**src/rtl/aibnd_red_pkg.sv**
```systemverilog
// Shared definitions for the IO redundancy shift controller: the FSM state
// encoding and the default chain length / settle time.
package aibnd_red_pkg;

  localparam int RED_NUM_IO_DEF     = 24;
  localparam int RED_SETTLE_CYC_DEF = 16;

  typedef enum logic [2:0] {
    ST_IDLE    = 3'd0,
    ST_QUIESCE = 3'd1,
    ST_APPLY   = 3'd2,
    ST_SETTLE  = 3'd3,
    ST_RELEASE = 3'd4
  } red_state_t;

endpackage

```
**src/rtl/aibnd_red_therm_dec.sv**
```systemverilog
// Thermometer decoder: slice i shifts when i >= idx. An idx of NUM_IO or
// larger selects no slice (all zeros), which is the "no repair" map.
module aibnd_red_therm_dec #(
  parameter int NUM_IO = 24,
  parameter int IDXW   = $clog2(NUM_IO + 1)
) (
  input  logic [IDXW-1:0]   idx,
  output logic [NUM_IO-1:0] mask
);

  // Compare every slice position against the failing index.
  always_comb begin
    mask = '0;
    for (int i = 0; i < NUM_IO; i++) begin
      mask[i] = (IDXW'(i) >= idx);
    end
  end

endmodule

```
**src/rtl/aibnd_red_shift_ctrl.sv**
```systemverilog
// Redundancy shift controller for the AIB IO buffer chain.
//
// A repair request is taken only in IDLE. The slices are then quiesced
// (digital reset low, analog reset low one clock later), held for
// SETTLE_CYC clocks, the new thermometer shift map is applied in a single
// APPLY cycle, held again for SETTLE_CYC clocks, and released in reverse
// order (analog first, digital one clock later, together with rep_done).
// Counting the clock that samples the request and the clock that raises
// rep_done, a request takes 2*SETTLE_CYC+4 clocks.
//
// Build option: define AIBND_RED_ERR_CHK_EN to reject indices above NUM_IO
// with a one-cycle o_rep_err pulse. Without it there is no o_rep_err port
// and such indices are clamped to NUM_IO (no repair).
//
// Handshake: a request transfers on a clock where i_rep_valid and
// o_rep_ready are both high; the requester holds valid and idx stable until
// then, and valid seen while the controller is busy is simply not acted on.
module aibnd_red_shift_ctrl
  import aibnd_red_pkg::*;
#(
  parameter int NUM_IO     = RED_NUM_IO_DEF,
  parameter int SETTLE_CYC = RED_SETTLE_CYC_DEF,
  parameter int IDXW       = $clog2(NUM_IO + 1)
) (
  input  logic              i_cfg_avmm_clk,
  input  logic              i_cfg_avmm_rst,
  input  logic              i_rep_valid,
  output logic              o_rep_ready,
  input  logic [IDXW-1:0]   i_rep_idx,
  output logic [NUM_IO-1:0] o_shift_en,
  output logic              o_dig_rstb,
  output logic              o_anlg_rstb,
  output logic              o_rep_done,
`ifdef AIBND_RED_ERR_CHK_EN
  output logic              o_rep_err,
`endif
  output red_state_t        o_dbg_state
);

  localparam logic [7:0]      SETTLE_LOAD = 8'(SETTLE_CYC - 1);
  localparam logic [IDXW-1:0] IDX_NONE    = IDXW'(NUM_IO);

  red_state_t        state_q, state_d;
  logic [7:0]        cnt_q, cnt_d;
  logic              first_q, first_d;   // first QUIESCE clock: analog still up
  logic [IDXW-1:0]   idx_q, idx_d;
  logic [NUM_IO-1:0] shift_q, shift_d;
  logic              dig_q, dig_d;
  logic              anlg_q, anlg_d;
  logic              done_q, done_d;
  logic [NUM_IO-1:0] mask;
  logic              hs;
`ifdef AIBND_RED_ERR_CHK_EN
  logic              err_q, err_d;
`endif

  assign o_rep_ready = (state_q == ST_IDLE) && !i_cfg_avmm_rst;
  assign hs          = i_rep_valid && o_rep_ready;
  assign o_shift_en  = shift_q;
  assign o_dig_rstb  = dig_q;
  assign o_anlg_rstb = anlg_q;
  assign o_rep_done  = done_q;
  assign o_dbg_state = state_q;
`ifdef AIBND_RED_ERR_CHK_EN
  assign o_rep_err   = err_q;
`endif

  aibnd_red_therm_dec #(
    .NUM_IO (NUM_IO),
    .IDXW   (IDXW)
  ) u_therm_dec (
    .idx  (idx_q),
    .mask (mask)
  );

  // State and output registers; reset aborts any sequence in progress.
  always_ff @(posedge i_cfg_avmm_clk) begin
    if (i_cfg_avmm_rst) begin
      state_q <= ST_IDLE;
      cnt_q   <= '0;
      first_q <= 1'b0;
      idx_q   <= IDX_NONE;
      shift_q <= '0;
      dig_q   <= 1'b0;
      anlg_q  <= 1'b0;
      done_q  <= 1'b0;
`ifdef AIBND_RED_ERR_CHK_EN
      err_q   <= 1'b0;
`endif
    end else begin
      state_q <= state_d;
      cnt_q   <= cnt_d;
      first_q <= first_d;
      idx_q   <= idx_d;
      shift_q <= shift_d;
      dig_q   <= dig_d;
      anlg_q  <= anlg_d;
      done_q  <= done_d;
`ifdef AIBND_RED_ERR_CHK_EN
      err_q   <= err_d;
`endif
    end
  end

  // Next-state and next-output logic for the quiesce/apply/settle/release sequence.
  always_comb begin
    state_d = state_q;
    cnt_d   = cnt_q;
    first_d = first_q;
    idx_d   = idx_q;
    shift_d = shift_q;
    dig_d   = dig_q;
    anlg_d  = anlg_q;
    done_d  = 1'b0;
`ifdef AIBND_RED_ERR_CHK_EN
    err_d   = 1'b0;
`endif
    case (state_q)
      ST_IDLE: begin
        if (hs) begin
`ifdef AIBND_RED_ERR_CHK_EN
          if (i_rep_idx > IDX_NONE) begin
            err_d = 1'b1;
          end else begin
            idx_d   = i_rep_idx;
            dig_d   = 1'b0;
            first_d = 1'b1;
            state_d = ST_QUIESCE;
          end
`else
          idx_d   = (i_rep_idx > IDX_NONE) ? IDX_NONE : i_rep_idx;
          dig_d   = 1'b0;
          first_d = 1'b1;
          state_d = ST_QUIESCE;
`endif
        end else if (!anlg_q) begin
          // Coming out of reset: release analog first, digital next clock.
          anlg_d = 1'b1;
        end else if (!dig_q) begin
          dig_d = 1'b1;
        end
      end
      ST_QUIESCE: begin
        if (first_q) begin
          anlg_d  = 1'b0;
          cnt_d   = SETTLE_LOAD;
          first_d = 1'b0;
        end else if (cnt_q == 8'd0) begin
          shift_d = mask;
          state_d = ST_APPLY;
        end else begin
          cnt_d = cnt_q - 8'd1;
        end
      end
      ST_APPLY: begin
        cnt_d   = SETTLE_LOAD;
        state_d = ST_SETTLE;
      end
      ST_SETTLE: begin
        if (cnt_q == 8'd0) begin
          anlg_d  = 1'b1;
          state_d = ST_RELEASE;
        end else begin
          cnt_d = cnt_q - 8'd1;
        end
      end
      ST_RELEASE: begin
        dig_d   = 1'b1;
        done_d  = 1'b1;
        state_d = ST_IDLE;
      end
      default: begin
        state_d = ST_IDLE;
      end
    endcase
  end

endmodule

```
**config.mk**
```make
export PLATFORM = sky130hd
export DESIGN_NAME = aibnd_red_shift_ctrl
export DESIGN_NICKNAME = d
export VERILOG_FILES = /design/src/rtl/aibnd_red_pkg.sv /design/src/rtl/aibnd_red_therm_dec.sv /design/src/rtl/aibnd_red_shift_ctrl.sv
export SDC_FILE = /design/constraint.sdc
export NUM_CORES = 1
export LEC_CHECK = 0
export ABC_AREA = 1
export BUFFER_PORTS_ARGS = -buffer_cell sky130_fd_sc_hd__buf_2
export CAP_MARGIN = 20
export CORE_MARGIN = 1.5
export CORE_UTILIZATION = 50
export CTS_BUF_LIST = sky130_fd_sc_hd__clkbuf_2
export DETAILED_ROUTE_END_ITERATION = 8
export PLACE_DENSITY = 0.73
export SETUP_SLACK_MARGIN = 0.4
export SLEW_MARGIN = 20
export SYNTH_ARGS = -nofsm -noshare
export SYNTH_HDL_FRONTEND = slang
export SYNTH_SLANG_ARGS = --single-unit
```
**constraint.sdc**
```tcl
create_clock -name i_cfg_avmm_clk -period 3.6 [get_ports i_cfg_avmm_clk]
set_input_delay 0.72 -clock i_cfg_avmm_clk [delete_from_list [all_inputs] [get_ports i_cfg_avmm_clk]]
set_output_delay 0.72 -clock i_cfg_avmm_clk [all_outputs]
set_load 0.02 [all_outputs]
```
==> Flow_metrics.wiki <==
{| class="wikitable"
! Metric !! Value
|-
| Number of global-route vias before repair || around 1,700
|-
| Relative slew slack || 0.713
|-
| Post-synth top cells || sky130_fd_sc_hd__nand2_1, sky130_fd_sc_hd__dfxtp_1, sky130_fd_sc_hd__inv_1, sky130_fd_sc_hd__nor2_1, sky130_fd_sc_hd__a21oi_1
|-
| Post-detailed-route via-to-cell ratio || about 4.9
|-
| Final Cycle Share || 0.603
|-
| Drt initial violations || around 130
|-
| Critical path's slowest cell || sky130_fd_sc_hd__inv_1
|-
| Combined global-route utilization of all metal layers || 0.190
|-
| Antenna violations before repair || 0
|-
| Site row count || 23
|-
| Req. time, crit path || 2.88 ns
|-
| Skew-Pair Late Insertion Delay || between 0.4 and 0.5 ns
|-
| Final Hold Fails || 0
|-
| Worst-case hold slack || about 0.48 ns
|-
| Post-detail-place hpwl || between 3000 and 4000 µm
|-
| Hold buffers post-CTS || 0
|-
| Chip width || approximately 69 µm
|-
| Area Overhead vs Synth || 12.0%
|-
| Met2 global-route usage || 0.271
|-
| Final setup violation count || 0
|-
| EDFF count, synth || 0
|-
| Share of post-route cells with drive strength above 1 || 0.218
|-
| Largest stage delay, worst path || approximately 0.24 ns
|-
| Kind of end point of the critical path || output pin
|-
| Count of input and output buffers || 38
|-
| Final global-route overflow total || 0
|-
| Count of warnings emitted by yosys || 0
|-
| Largest vdd supply drop || roughly 0.48 mV
|-
| Placement-stage cell area || 2390 µm²
|-
| Power density of the placed cells || about 740 nW/µm²
|-
| First-pass GRT wire length || about 7500 µm
|-
| Least-Margin Pin Slew || approximately 0.43 ns
|-
| ANT nets after route || 0
|-
| Number of H-tree levels || 2
|-
| Number of flip-flops and latches in the synthesized netlist || 44
|-
| Residual DRC count || 0
|-
| Initial Utilization || 0.533
|-
| Synthesized instance count || between 300 and 400
|-
| Cell breakdown of the critical path || buf_2, inv_1, nand3_1, inv_1, buf_2
|-
| Setup repair after global routing missed its margin || no
|-
| Post-detailed-route wirelength per cell || 10.9 µm
|-
| Clock edge transition at the registers on the reported setup and hold paths || between 0.2 and 0.25 ns
|-
| Accumulated negative setup slack || 0 ns
|-
| Final core utilization || 0.597
|-
| Height of the die || about 70 µm
|-
| Type of the worst min-delay path || flop to flop
|-
| Maximum fanout encountered on the critical timing path || 11
|-
| Leakage || 0.00122 µW
|-
| Placeable core area || between 4000 and 5000 µm²
|-
| Final min period || between 2 and 2.5 ns
|-
| Portion of synthesized cell area occupied by the leading cell type || 0.402
|-
| Global-route track usage on met1 || 0.278
|-
| Clock tree from TritonCTS || done
|-
| Count of boundary I/O pins || 39
|-
| Type of the setup path with the least slack || input pin to output pin
|-
| Post-route cell area || 2460 µm²
|-
| Sinks on Clock Net || 44
|-
| Number of antenna repair diodes || 0
|-
| Number of vias after detailed routing || roughly 2,000
|-
| Syn_nets || 330
|-
| Result of the run || completed
|-
| Mapped cell area || ~2200 µm²
|-
| Number of nets in the final layout || about 370
|-
| Die footprint || between 4000 and 5000 µm²
|-
| Max-cap violation count || 0
|-
| Post-route clock skew || around 0.014 ns
|-
| Post-synthesis cell type with the largest combined area || sky130_fd_sc_hd__dfxtp_1
|-
| Drt total wl || roughly 4400 µm
|-
| Largest net degree at the start of global routing || 31
|-
| # fillers || 421
|-
| Library cell with the highest instance count after synthesis || sky130_fd_sc_hd__nand2_1
|-
| Number of clock buffers inserted by TritonCTS || 5
|-
| Part of the Yosys area used for sequential elements || 0.402
|-
| Largest cells by area after synthesis || sky130_fd_sc_hd__dfxtp_1, sky130_fd_sc_hd__nand2_1, sky130_fd_sc_hd__a21oi_1
|-
| Met3 layer usage reported by global route || 0.0363
|-
| Final GP Congestion || about 0.9
|-
| Library cell used as clock root buffer || sky130_fd_sc_hd__clkbuf_2
|-
| Number of cells after detailed placement || between 300 and 400
|-
| Pre-antenna DRT Iters || 4
|-
| Post-CTS Setup Bufs || 0
|-
| Arrival time of data at the critical path endpoint || between 1 and 1.5 ns
|-
| Ys async rst share || 0
|-
| Total of cells resized after clock tree synthesis || 0
|-
| Slew Viols, Final || 0
|-
| Critical Path Source Type || input pin
|-
| Max Clk Rate || between 400 and 500 MHz
|-
| Filler-free cell count of the finished design || 407
|-
| Buffers from clock root to sink, at most || 2
|-
| Synthesized area divided by synthesized cell count || 6.85 µm²
|-
| Most used DFF post-synth || sky130_fd_sc_hd__dfxtp_1
|-
| Most heavily used metal layer in global routing || met1
|-
| Distinct cell type count after synthesis || 26
|}
[cell type report]
type / count / area (µm²) / area share
Multi-Input combinational cell: 224 / 1080 / 0.442
Sequential cell: 44 / 881 / 0.359
Timing Repair Buffer: 39 / 198 / 0.0805
Inverter: 42 / 163 / 0.0662
Tap cell: 50 / 62.6 / 0.0255
Clock inverter: 3 / 42.5 / 0.0173
Clock buffer: 5 / 25.0 / 0.0102
[worst paths after layout]
path / end / slack (ns) / cells after the start / start
min reg2reg: o_shift_en[5] / 0.48 / 2 / o_shift_en[5]
min: o_shift_en[5] / 0.48 / 2 / o_shift_en[5]
max reg2reg: o_shift_en[7] / 1.84 / 8 / cnt_q[0]
max: o_rep_ready / 1.43 / 5 / i_cfg_avmm_rst
[kinds of logic after synthesis]
group           after synthesis  synth area share
simple gates                162             0.324
fa+ha+maj                     2            0.0114
buf+inv                      52             0.103
compound gates               58             0.151
flops                        44             0.402
xor+xnor                      2           0.00799
[layer usage]
layer,vias up,part of all wire,routed length (µm)
met5,-,0,0
met4,0,0.0054,24
met3,2,0.041,182
met2,44,0.43,1910
met1,890,0.52,2330
li1,1075,-,-
[power by group]
part,internal (µW),switching (µW)
logic,287,589
registers,580,92.5
clock network,117,162
[flip-flops by register name, indices dropped and copies added (netlist names)]
signal and cells:
o_anlg_rstb 1, first_q 1, o_rep_done 1, o_dig_rstb 1, cnt_q 8, idx_q 5
o_shift_en 24, o_dbg_state 3
[metrics by stage]
step | power (µW) | worst slack, ns
after floorplan | 1400 | 1.86
after global placement | 1550 | 1.45
after detailed placement | 1560 | 1.43
after CTS | 1840 | 1.42
after global routing | 2000 | 1.34
final | 1830 | 1.43
[critical path: cells and delay by family]
| kind | cells | cell delay [ns] |
|---|---|---|
| simple gates | 1 | 0.16 |
| buf+inv | 4 | 0.56 |
[cells in the final DEF (no fill, tap or decap)]
cell and n:
sky130_fd_sc_hd__ha_1 2, sky130_fd_sc_hd__nand2_2 9, sky130_fd_sc_hd__nand2_1 91, sky130_fd_sc_hd__nor2_1 34
sky130_fd_sc_hd__dfxtp_1 44, sky130_fd_sc_hd__bufinv_16 1, sky130_fd_sc_hd__buf_4 1, sky130_fd_sc_hd__o21ai_1 2
sky130_fd_sc_hd__nor3_1 1, sky130_fd_sc_hd__clkbuf_2 5, sky130_fd_sc_hd__o21ai_0 11, sky130_fd_sc_hd__nand4_1 3
sky130_fd_sc_hd__inv_2 4, sky130_fd_sc_hd__nand3_1 15, sky130_fd_sc_hd__xor2_1 2, sky130_fd_sc_hd__inv_1 37
sky130_fd_sc_hd__nor2_4 3, sky130_fd_sc_hd__a31oi_1 4, sky130_fd_sc_hd__nor2_2 4, sky130_fd_sc_hd__nand3_2 1
sky130_fd_sc_hd__clkinv_4 1, sky130_fd_sc_hd__nand3_4 1, sky130_fd_sc_hd__clkinv_1 1, sky130_fd_sc_hd__inv_6 1
sky130_fd_sc_hd__a211oi_1 1, sky130_fd_sc_hd__a21oi_2 9, sky130_fd_sc_hd__buf_2 38, sky130_fd_sc_hd__a21oi_1 31
Note: power is estimated with default switching activity, not from simulation.
